<file path="config.mk">
export PLATFORM = sky130hd
export DESIGN_NAME = rocc_cmd_arbiter
export DESIGN_NICKNAME = d
export VERILOG_FILES = /design/src/rtl/rocc_cmd_arbiter.sv
export SDC_FILE = /design/constraint.sdc
export NUM_CORES = 1
export LEC_CHECK = 0
export ABC_AREA = 0
export CORE_AREA = 10 10 240 242
export DETAILED_ROUTE_END_ITERATION = 10
export DIE_AREA = 0 0 250 252
export GPL_TIMING_DRIVEN = 0
export PLACE_DENSITY = 0.42
export SYNTH_ARGS = -nofsm -noshare
export SYNTH_HDL_FRONTEND = slang
export SYNTH_SLANG_ARGS = --single-unit
</file>
<file path="constraint.sdc">
create_clock -name clk -period 3.5 [get_ports clk]
set_input_delay 1.05 -clock clk [delete_from_list [all_inputs] [get_ports clk]]
set_output_delay 1.05 -clock clk [all_outputs]
set_load 0.02 [all_outputs]
</file>
<file path="src/rtl/rocc_cmd_arbiter.sv">
// Arbitrates several core-side RoCC command ports onto one accelerator port and
// routes responses back to the issuing port through an in-order tag FIFO.
module rocc_cmd_arbiter #(
  parameter int NUM_PORTS = 2,
  parameter int XLEN      = 64,
  parameter int TAG_DEPTH = 4,
  localparam int CMD_W    = 32 + 2 * XLEN,
  localparam int RESP_W   = 5 + XLEN
) (
  input  logic                       clk,
  input  logic                       reset,
  input  logic [NUM_PORTS-1:0]       in_cmd_valid,
  output logic [NUM_PORTS-1:0]       in_cmd_ready,
  input  logic [NUM_PORTS*CMD_W-1:0] in_cmd_bits,
  input  logic [NUM_PORTS-1:0]       in_s,
  output logic [NUM_PORTS-1:0]       in_resp_valid,
  input  logic [NUM_PORTS-1:0]       in_resp_ready,
  output logic [RESP_W-1:0]          in_resp_bits,
  output logic [NUM_PORTS-1:0]       in_busy,
  output logic [NUM_PORTS-1:0]       in_interrupt,
  output logic                       out_cmd_valid,
  input  logic                       out_cmd_ready,
  output logic [CMD_W-1:0]           out_cmd_bits,
  output logic                       out_s,
  input  logic                       out_resp_valid,
  output logic                       out_resp_ready,
  input  logic [RESP_W-1:0]          out_resp_bits,
  input  logic                       out_busy,
  input  logic                       out_interrupt,
  output logic                       err_orphan_resp
);

  localparam int PTR_W   = $clog2(NUM_PORTS);
  localparam int CNT_W   = $clog2(TAG_DEPTH + 1);
  localparam int FIFO_AW = $clog2(TAG_DEPTH);
  localparam int XD_BIT  = 2 * XLEN + 14;

  logic [PTR_W-1:0]   rr_ptr;
  logic               lock;
  logic [PTR_W-1:0]   grant_q;
  logic [PTR_W-1:0]   rr_grant;
  logic [PTR_W-1:0]   grant;
  logic [PTR_W-1:0]   grant_next;
  logic [NUM_PORTS-1:0] cmd_xd;
  logic [NUM_PORTS-1:0] eligible;

  logic [PTR_W-1:0]   fifo_mem [TAG_DEPTH];
  logic [FIFO_AW-1:0] wr_ptr;
  logic [FIFO_AW-1:0] rd_ptr;
  logic [CNT_W-1:0]   fifo_count;
  logic               fifo_full;
  logic               fifo_empty;
  logic [PTR_W-1:0]   head;

  logic [CNT_W-1:0]   outstanding [NUM_PORTS];
  logic [NUM_PORTS-1:0] cnt_inc;
  logic [NUM_PORTS-1:0] cnt_dec;

  logic cmd_fire;
  logic resp_fire;
  logic push;
  logic pop;

  assign fifo_full  = (fifo_count == CNT_W'(TAG_DEPTH));
  assign fifo_empty = (fifo_count == '0);
  assign head       = fifo_mem[rd_ptr];

  // A port needing a response tag may only compete while a tag slot is free.
  always_comb begin
    cmd_xd   = '0;
    eligible = '0;
    for (int i = 0; i < NUM_PORTS; i++) begin
      cmd_xd[i]   = in_cmd_bits[i*CMD_W + XD_BIT];
      eligible[i] = in_cmd_valid[i] && (!cmd_xd[i] || !fifo_full);
    end
  end

  always_comb begin
    rr_grant = '0;
    for (int k = NUM_PORTS - 1; k >= 0; k--) begin
      int idx;
      idx = int'(rr_ptr) + k;
      if (idx >= NUM_PORTS) idx = idx - NUM_PORTS;
      if (eligible[idx]) rr_grant = PTR_W'(idx);
    end
  end

  assign grant         = (lock && eligible[grant_q]) ? grant_q : rr_grant;
  assign grant_next    = (grant == PTR_W'(NUM_PORTS - 1)) ? '0 : grant + 1'b1;
  assign out_cmd_valid = |eligible;
  assign out_cmd_bits  = in_cmd_bits[int'(grant)*CMD_W +: CMD_W];
  assign out_s         = in_s[grant];
  assign cmd_fire      = out_cmd_valid && out_cmd_ready;
  assign push          = cmd_fire && cmd_xd[grant] && !fifo_full;

  always_comb begin
    in_cmd_ready = '0;
    if (cmd_fire) in_cmd_ready[grant] = 1'b1;
  end

  // A stalled offer stays with the same port so its bits never change under the accelerator.
  always_ff @(posedge clk or negedge reset) begin
    if (!reset) begin
      rr_ptr  <= '0;
      lock    <= 1'b0;
      grant_q <= '0;
    end else if (cmd_fire) begin
      rr_ptr <= grant_next;
      lock   <= 1'b0;
    end else if (out_cmd_valid) begin
      lock    <= 1'b1;
      grant_q <= grant;
    end
  end

  // With no tag outstanding, a response is swallowed so the accelerator cannot hang.
  always_comb begin
    in_resp_valid  = '0;
    out_resp_ready = 1'b1;
    if (!fifo_empty) begin
      in_resp_valid[head] = out_resp_valid;
      out_resp_ready      = in_resp_ready[head];
    end
  end

  assign in_resp_bits = out_resp_bits;
  assign resp_fire    = out_resp_valid && out_resp_ready;
  assign pop          = resp_fire && !fifo_empty;

  always_ff @(posedge clk) begin
    if (push) fifo_mem[wr_ptr] <= grant;
  end

  always_ff @(posedge clk or negedge reset) begin
    if (!reset) begin
      wr_ptr     <= '0;
      rd_ptr     <= '0;
      fifo_count <= '0;
    end else begin
      if (push) wr_ptr <= wr_ptr + 1'b1;
      if (pop)  rd_ptr <= rd_ptr + 1'b1;
      case ({push, pop})
        2'b10:   fifo_count <= fifo_count + 1'b1;
        2'b01:   fifo_count <= fifo_count - 1'b1;
        default: fifo_count <= fifo_count;
      endcase
    end
  end

  always_comb begin
    cnt_inc = '0;
    cnt_dec = '0;
    for (int i = 0; i < NUM_PORTS; i++) begin
      cnt_inc[i] = push && (grant == PTR_W'(i));
      cnt_dec[i] = pop && (head == PTR_W'(i));
    end
  end

  always_ff @(posedge clk or negedge reset) begin
    if (!reset) begin
      for (int i = 0; i < NUM_PORTS; i++) outstanding[i] <= '0;
    end else begin
      for (int i = 0; i < NUM_PORTS; i++) begin
        if (cnt_inc[i] && !cnt_dec[i])
          outstanding[i] <= outstanding[i] + 1'b1;
        else if (cnt_dec[i] && !cnt_inc[i] && outstanding[i] != '0)
          outstanding[i] <= outstanding[i] - 1'b1;
      end
    end
  end

  always_ff @(posedge clk or negedge reset) begin
    if (!reset)
      err_orphan_resp <= 1'b0;
    else if (out_resp_valid && fifo_empty)
      err_orphan_resp <= 1'b1;
  end

  always_comb begin
    in_busy      = '0;
    in_interrupt = '0;
    for (int i = 0; i < NUM_PORTS; i++) begin
      in_busy[i]      = out_busy || (outstanding[i] != '0);
      in_interrupt[i] = out_interrupt;
    end
  end

endmodule

</file>
== Word-level counts from Yosys, hierarchy flattened ==
Memory sizes are Yosys's and may differ from the RTL's.
Index checks and enable logic that the tools add are counted.
W data, S select, Z words.

* Multiplexer cells: 36
* Magnitude comparators: 9
* Add/sub/neg operators: 12
* Reduce and logical (&&, ||, !) cells: 42
* $mul: 1
* Bitwise operators: 4
* Shift-type cells: 1
* Eq/ne operators: 3

{| class="wikitable"
|+ Operators by type and width
! kind !! count
|-
| $shiftx A320 B10 Y160 || 1
|-
| $lt A32 B3 Y1 const B || 2
|-
| $mux W32 || 2
|-
| $mux W1 || 25
|-
| $logic_and A1 B1 Y1 || 21
|-
| $mux W3 || 4
|-
| $add A3 B1 Y3 const B || 3
|-
| $sub A3 B1 Y3 const B || 3
|-
| $logic_not A1 Y1 || 8
|-
| $reduce_bool A2 Y1 || 4
|-
| $lt A1 B2 Y1 const B || 3
|-
| $pmux W3 S2 || 1
|-
| $reduce_bool A3 Y1 || 2
|-
| $add A2 B1 Y2 const B || 2
|-
| $logic_or A1 B1 Y1 || 4
|-
| $mul A1 B3 Y4 const B || 1
|-
| $mux W2 || 2
|-
| $eq A3 B3 Y1 const B || 1
|-
| $logic_not A3 Y1 || 1
|-
| $not A1 Y1 || 3
|-
| $sub A1 B2 Y3 const B || 1
|-
| $sub A2 B2 Y3 const B || 1
|-
| $add A1 B1 Y2 const B || 1
|-
| $and A2 B2 Y2 || 1
|-
| other kinds (9) || 11
|}

* RAM bits: 4
* Output and inout bits: 241
* Input bits: 401
* Logic and storage cells: 118
* Bits in registers: 17
* Memories: 1

{| class="wikitable"
|+ Memories
! memory !! words !! bits a word !! rd ports !! clocked after Yosys merged registers in !! write ports !! RTL line !! text
|-
| fifo_mem || 4 || 1 || 1 || 0 || 1 || 47 || <nowiki>logic [PTR_W-1:0] fifo_mem [TAG_DEPTH];</nowiki>
|}

== Depth between registers and ports, before layout ==
Gate-level depths: netlist of the first run.

* Depth in word-level cells: 20
* Mapped depth: 12
* Gate-level depth less buffers: 11

== Least setup slack after synthesis of the first run ==
OpenSTA, ideal clock, no wires.

* Kind: input -> output
* Start point: input in_cmd_bits[302]
* End point: output out_cmd_bits[20]
* Stages: 5
* Buffers on the path: 2
* Path slack: -70 ps
* Arrival time: 2520 ps
* Required time: 2450 ps
* Path through: and4bb_2 a311oi_4 buf_2 buf_4 mux2_2

* Word-level cells in the longest chain between the ends: 11
* Elaborated cells between the ends (all ways): 17
* Classes of those cells: 1 x mul; 1 x shift; 11 x mux; 4 x reduce/logical

{| class="wikitable"
|+ RTL lines
! item !! RTL line !! text
|-
| from (decl) || 14 || <nowiki>input logic [NUM_PORTS*CMD_W-1:0] in_cmd_bits,</nowiki>
|-
| $logic_not A1 Y1 (*) || 74 || <nowiki>eligible[i] = in_cmd_valid[i] && (!cmd_xd[i] || !fifo_full);</nowiki>
|-
| $logic_or A1 B1 Y1 (*) || 74 ||
|-
| $logic_and A1 B1 Y1 (*) || 74 ||
|-
| $mux W1 (not written as such) (3 in a row) || 84 || <nowiki>if (eligible[idx]) rr_grant = PTR_W'(idx);</nowiki>
|-
| $mux W1 (2 in a row) || 84 ||
|-
| $mux W1 (*) || 88 || <nowiki>assign grant = (lock && eligible[grant_q]) ? grant_q : rr_grant;</nowiki>
|-
| via grant || 42 || <nowiki>logic [PTR_W-1:0] grant;</nowiki>
|-
| $mul A1 B3 Y4 (*) || 91 || <nowiki>assign out_cmd_bits = in_cmd_bits[int'(grant)*CMD_W +: CMD_W];</nowiki>
|-
| $shiftx A320 B10 Y160 (*) || 91 ||
|-
| to (decl) || 23 || <nowiki>output logic [CMD_W-1:0] out_cmd_bits,</nowiki>
|}

Mark *: on every way through the listed nets, which the timed path passes. The rest lies on a longest branch. The select of a mux whose other input is x is not followed.

== Worst setup path in the final report of the first run ==
* Start point: input in_cmd_bits[302]
* End point: output out_cmd_bits[64]

* Word-level cells in the longest chain between the ends: 11
* Elaborated cells between the ends (all ways): 17
* Classes of those cells: 1 x mul; 1 x shift; 11 x mux; 4 x reduce/logical

{| class="wikitable"
|+ RTL lines
! item !! RTL line
|-
| $logic_not A1 Y1 (*) || 74
|-
| $logic_or A1 B1 Y1 (*) || 74
|-
| $logic_and A1 B1 Y1 (*) || 74
|-
| $mux W1 (not written as such) (3 in a row) || 84
|-
| $mux W1 (2 in a row) || 84
|-
| $mux W1 (*) || 88
|-
| $mul A1 B3 Y4 (*) || 91
|-
| $shiftx A320 B10 Y160 (*) || 91
|}

Mark *: on every way between the ends. The rest lies on a longest branch, timed or not. The select of a mux whose other input is x is not followed.

==> impl_metrics.env, run 1 <==
export IMPL_syn_avg_cell_area_um2=10.2
export IMPL_yosysUniqueCellTypes=48
export IMPL_tightest_slew_ns=1.12
export IMPL_syn_to_final_growth_pct=222
export IMPL_numCtsBuffers=3
export IMPL_ys_ff_latch=21
export IMPL_synth_edff_count=4
export IMPL_max_cap_viol_count=0
export IMPL_endpoint_kind="output pin"
export IMPL_vias=5545
export IMPL_syn_nets=784
export IMPL_routed_wirelength_um=41300
export IMPL_die_h_um=252
export IMPL_async_flop_share_pct=81.0
export IMPL_skew_ns=0.00336
export IMPL_slew_headroom_pct=24.3
export IMPL_grt_ovfl_total=0
export IMPL_place_port_buffers=571
export IMPL_netlist_area_um2=3810
export IMPL_layout_cells_most_common="clkdlybuf4s50_1"
export IMPL_critPathMaxFanout=10
export IMPL_hp_class="reg -> reg"
export IMPL_clockRootBuffer="clkbuf_16"
export IMPL_finalHoldViolations=0
export IMPL_start_util_pct=7.26
export IMPL_grtUsageTotal_pct=11.8
export IMPL_outcome="finished, violations left"
export IMPL_num_rows=84
export IMPL_syn_inst=375
export IMPL_vias_per_cell=3.25
export IMPL_fin_crit_sh_pct=109
export IMPL_drtIter0Drc=107
export IMPL_core_um2=52400
export IMPL_grt_pass1_wl_um=53600
export IMPL_crit_type="in -> out"
export IMPL_antenna_found_initial=5
export IMPL_cp_start_kind="input pin"
export IMPL_yosysWarnings=0
export IMPL_nets=1429
export IMPL_drive_above_1_share_pct=49.6
export IMPL_synth_largest_area_cell="mux2_2"
export IMPL_rsz0062_at_grt="true"
export IMPL_hold_ws_ns=0.473
export IMPL_period_minus_slack_ns=3.81
export IMPL_cp_arrival_ns=2.76
export IMPL_die_w_um=250
export IMPL_globalplace_congestion=0.785
export IMPL_finalSetupViolCount=162
export IMPL_crit_required_ns=2.45
export IMPL_ios=642
export IMPL_worst_slack_ns=-0.312
export IMPL_peakVddDrop_v=0.000183
export IMPL_violations="setup timing"
export IMPL_ys_seq_area_share_pct=14.3
export IMPL_finalSetupTns_ns=-40.07
export IMPL_place_area_um2=10400
export IMPL_drt_pass1_iterations=4
export IMPL_yosysTopAreaCellShare_pct=48.2
export IMPL_synth_top_cells_by_area="mux2_2 48%, buf_4 17%, dfrtp_1 11%"
export IMPL_ff2ff_setup_slack_ns=0.58
export IMPL_p_leak_nw=5.33
export IMPL_clk_pin_slew_ns=0.06
export IMPL_htree_levels=1
export IMPL_dp_hpwl_um=35100
export IMPL_layout_common_cells="399 x clkdlybuf4s50_1, 172 x buf_6, 140 x mux2_4"
export IMPL_routedWlPerCell_um=24.2
export IMPL_synth_flop_cell="dfrtp_1"
export IMPL_drc=0
export IMPL_cts_num_sinks=21
export IMPL_max_freq_mhz=262
export IMPL_cts_tree="yes"
export IMPL_slew_violations=0
export IMPL_grt_max_degree=18
export IMPL_r2r_cells=12
export IMPL_stdcell_area_um2=12300
export IMPL_total_power_mw=4.78
export IMPL_min_delay_path_depth=1
export IMPL_antenna_cells=0
export IMPL_die_area_um2=63000
export IMPL_ant_nets=0
export IMPL_power_density_nw_per_um2=390
export IMPL_grt_pass1_vias=6161
export IMPL_insertion_delay_ns=0.25
export IMPL_cts_buffer_depth=2
==> cells in the mapped netlist, types with 2 or more instances <==
cell type and count:
a21oi_1 3, and2_1 3, and3_1 5, buf_2 5, buf_4 85, dfrtp_1 17, edfxtp_1 4, fa_1 3
ha_1 5, inv_1 11, mux2_2 163, mux2i_1 6, nand2_1 6, nand3_1 2, nand3b_1 4, nand4_1 2
nor2_1 13, nor3_1 2, o21a_1 2, or4_1 2, xnor2_1 3, xor2_1 3
==> state kept, by name, indices dropped and copies added (netlist names) <==
name,count
rr_ptr,1
rd_ptr,2
fifo_count,3
err_orphan_resp,1
outstanding,6
fifo_mem,4
wr_ptr,2
lock,1
grant_q,1
==> critical path, cell delays in order <==
cell	delay, ns
buf_8	0.10
and4bb_2	0.25
a311oi_4	0.23
buf_6	0.19
buf_12	0.14
buf_12	0.15
buf_12	0.14
mux2_2	0.34
buf_2	0.16
==> kinds of logic after synthesis <==
family / count (synthesis) / synth area share, %
muxes: 170 / 50.4
and+or+nand+nor: 46 / 7.06
AOI/OAI and AO/OA: 22 / 5.06
adders and majority gates: 8 / 3.22
xor gates and xnor gates: 6 / 1.38
buffers and inverters: 102 / 18.6
DFF: 21 / 14.3
==> path summary, 6_finish.rpt <==
path | to | from
max in group asynchronous | wr_ptr[0] | reset
min | err_orphan_resp | err_orphan_resp
max reg2reg | fifo_count[2] | fifo_count[1]
max | out_cmd_bits[64] | in_cmd_bits[302]
min in group asynchronous | err_orphan_resp | reset
min reg2reg | err_orphan_resp | err_orphan_resp
==> layout make-up <==
class	count	area [µm²]
Sequential cell	21	546
Tap cell	688	861
Fill cell	5654	40200
Buffer	89	858
Multi-Input combinational cell	252	3110
Inverter	11	41.3
Clock buffer	4	78.8
Timing Repair Buffer	642	6780
==> report_power, final <==
group          switching [mW]  internal [mW]
logic                    1.76           2.32
clock network          0.0938          0.155
registers               0.113          0.347
total                    1.97           2.82
==> per-layer routing <==
layer / vias up / part of all wire, % / GRT usage (%)
li1: 2568 / - / -
met1: 2602 / 42 / 14.2
met2: 343 / 48 / 20.6
met3: 26 / 8.4 / 4.02
met4: 6 / 1.7 / 1.39
met5: - / 0.11 / 0
==> metrics by stage <==
step	setup WS (ns)	instances	util [%]
after floorplan	0.0265	375	-
after global placement	-1.95	1634	19.8
after detailed placement	-1.99	1634	19.8
after CTS	-0.516	1687	21.7
after global routing	-0.383	1707	23.4
final	-0.312	1707	23.4
==> timing repair <==
item,CTS,global route
pin swaps,2,1
resized for setup,1056,261
hold buffers,0,0
endpoints found under the setup margin,172,164
gates cloned,5,4
buffers inserted,44,25
Note: power is estimated with default switching activity, not from simulation.
==> run 2, diff against run 1 <==
GPL_TIMING_DRIVEN = 1   (was 0)
==> impl_metrics.env, run 2 (synthesis gave the netlist of run 1 again) <==
export IMPL_outcome="finished, violations left"
export IMPL_violations="setup timing"
export IMPL_cp_start_kind="input pin"
export IMPL_met3_usage_pct=5.75
export IMPL_vias=5195
export IMPL_dp_hpwl_um=33200
export IMPL_hold_buffers=0
export IMPL_cts_num_sinks=21
export IMPL_antenna_found_initial=14
export IMPL_hold_path_end="err_orphan_resp"
export IMPL_grt_ovfl_total=0
export IMPL_period_minus_slack_ns=3.84
export IMPL_stdcell_area_um2=11300
export IMPL_finalSetupViolCount=162
export IMPL_cts_buffer_depth=2
export IMPL_die_w_um=250
export IMPL_min_delay_path_depth=1
export IMPL_routed_wirelength_um=38700
export IMPL_crit_required_ns=2.45
export IMPL_use_met1_pct=13.8
export IMPL_grt_pass1_wl_um=50500
export IMPL_die_area_um2=63000
export IMPL_grt_max_degree=18
export IMPL_numCtsBuffers=3
export IMPL_vias_per_cell=3.26
export IMPL_fin_cells=1592
export IMPL_r2r_cells=15
export IMPL_hp_class="reg -> reg"
export IMPL_slew_violations=0
export IMPL_slew_headroom_pct=41.5
export IMPL_insertion_delay_ns=0.25
export IMPL_largest_reg_flops=6
export IMPL_ios=642
export IMPL_p_leak_nw=4.88
export IMPL_nets=1311
export IMPL_drt_pass1_iterations=5
export IMPL_place_area_um2=9450
export IMPL_pre_cts_ws_ns=-1.08
export IMPL_die_h_um=252
export IMPL_drc=0
export IMPL_layout_common_cells="328 x clkdlybuf4s50_1, 183 x buf_6, 147 x mux2_4"
export IMPL_peakVddDrop_v=0.000203
export IMPL_cts_tree="yes"
export IMPL_skew_ns=0.00125
export IMPL_syn_to_final_growth_pct=195
export IMPL_routedWlPerCell_um=24.3
export IMPL_layout_cells_most_common="clkdlybuf4s50_1"
export IMPL_grt_busiest_layer="met2"
export IMPL_tightest_slew_ns=0.874
export IMPL_fin_crit_sh_pct=110
export IMPL_crit_type="in -> out"
export IMPL_num_rows=84
export IMPL_critPathMaxFanout=6
export IMPL_place_inst=1523
export IMPL_globalplace_congestion=0.838
export IMPL_rsz0062_at_grt="true"
export IMPL_max_cap_viol_count=0
export IMPL_r2r_end="fifo_count[2]"
export IMPL_start_util_pct=7.26
export IMPL_htree_levels=1
export IMPL_grtUsageTotal_pct=11.3
export IMPL_ff2ff_setup_slack_ns=0.58
export IMPL_place_port_buffers=500
export IMPL_n_fill_cell=5685
export IMPL_drive_above_1_share_pct=51.2
export IMPL_cp_arrival_ns=2.79
export IMPL_largest_register="outstanding"
export IMPL_clk_pin_slew_ns=0.06
export IMPL_power_density_nw_per_um2=412
export IMPL_final_util_pct=21.5
export IMPL_top_regs="outstanding x6, fifo_mem x4, fifo_count x3"
export IMPL_r2r_start="lock"
export IMPL_max_freq_mhz=260
export IMPL_grt_use_met2_pct=18.4
export IMPL_ant_nets=0
export IMPL_core_um2=52400
export IMPL_worst_slack_ns=-0.341
export IMPL_clockRootBuffer="clkbuf_16"
export IMPL_hp_start="err_orphan_resp"
export IMPL_finalHoldViolations=0
export IMPL_endpoint_kind="output pin"
export IMPL_grt_pass1_vias=5772
export IMPL_drtIter0Drc=130
export IMPL_total_power_mw=4.64
-- run 2: worst max-delay path by stage --
stage | start | endpoint | cells after the start
floorplan | in_cmd_bits[302] | out_cmd_bits[20] | 5
global placement | in_cmd_bits[142] | out_cmd_bits[32] | 7
CTS | in_cmd_bits[302] | out_cmd_bits[32] | 9
finish | in_cmd_bits[302] | out_cmd_bits[105] | 10
global route | in_cmd_bits[302] | out_cmd_bits[101] | 10
detailed placement | in_cmd_bits[142] | out_cmd_bits[32] | 7
-- run 2: timing repair --
action,in CTS,in global routing
resized for setup,867,237
pin swaps,3,2
gates cloned,4,1
endpoints found under the setup margin,167,166
buffers inserted,43,33
-- run 2: per-stage QoR --
| step | TNS [ns] | hold slack (ns) |
|---|---|---|
| after floorplan | 0 | 0.453 |
| after global placement | -151.84 | 0.454 |
| after detailed placement | -154.85 | 0.456 |
| after CTS | -41.49 | 0.467 |
| after global routing | -45.32 | 0.493 |
| final | -37.10 | 0.458 |
-- run 2: layout make-up --
class	instances	area (µm²)	area share, %
antenna	3	7.51	0.0667
clock buffer	3	75.1	0.667
clock inverter	1	5.00	0.0445
inverter	11	41.3	0.367
multi-input combinational	252	3140	27.9
sequential	21	546	4.85
tap	688	861	7.65
timing repair buffer	613	6580	58.5
-- run 2: per-layer routing --
metal	share of wire [%]	routed length (µm)	vias up
met5	0.34	133	-
met4	0.66	255	20
met3	12	4740	32
met2	45	17300	412
met1	42	16200	2397
li1	-	-	2334
-- run 2: where the power goes --
group / switching [mW] / internal [mW] / leakage (nW) / total [mW]
sequential: 0.106 / 0.348 / 0.236 / 0.454
combinational: 1.66 / 2.29 / 4.60 / 3.95
clock: 0.0866 / 0.153 / 0.0409 / 0.240
-- run 2: worst max-delay path, cell delays in order --
cell      delay [ns]
buf_6           0.09
and4bb_2        0.24
a311oi_4        0.25
buf_12          0.16
buf_6           0.10
buf_12          0.12
buf_12          0.15
buf_12          0.12
mux2_2          0.32
buf_2           0.16
==> run 3, diff against run 2 <==
SLEW_MARGIN = 10   (was default)
==> results of run 3 <==
Final layout, timing and power as in run 2 (identical DEF).
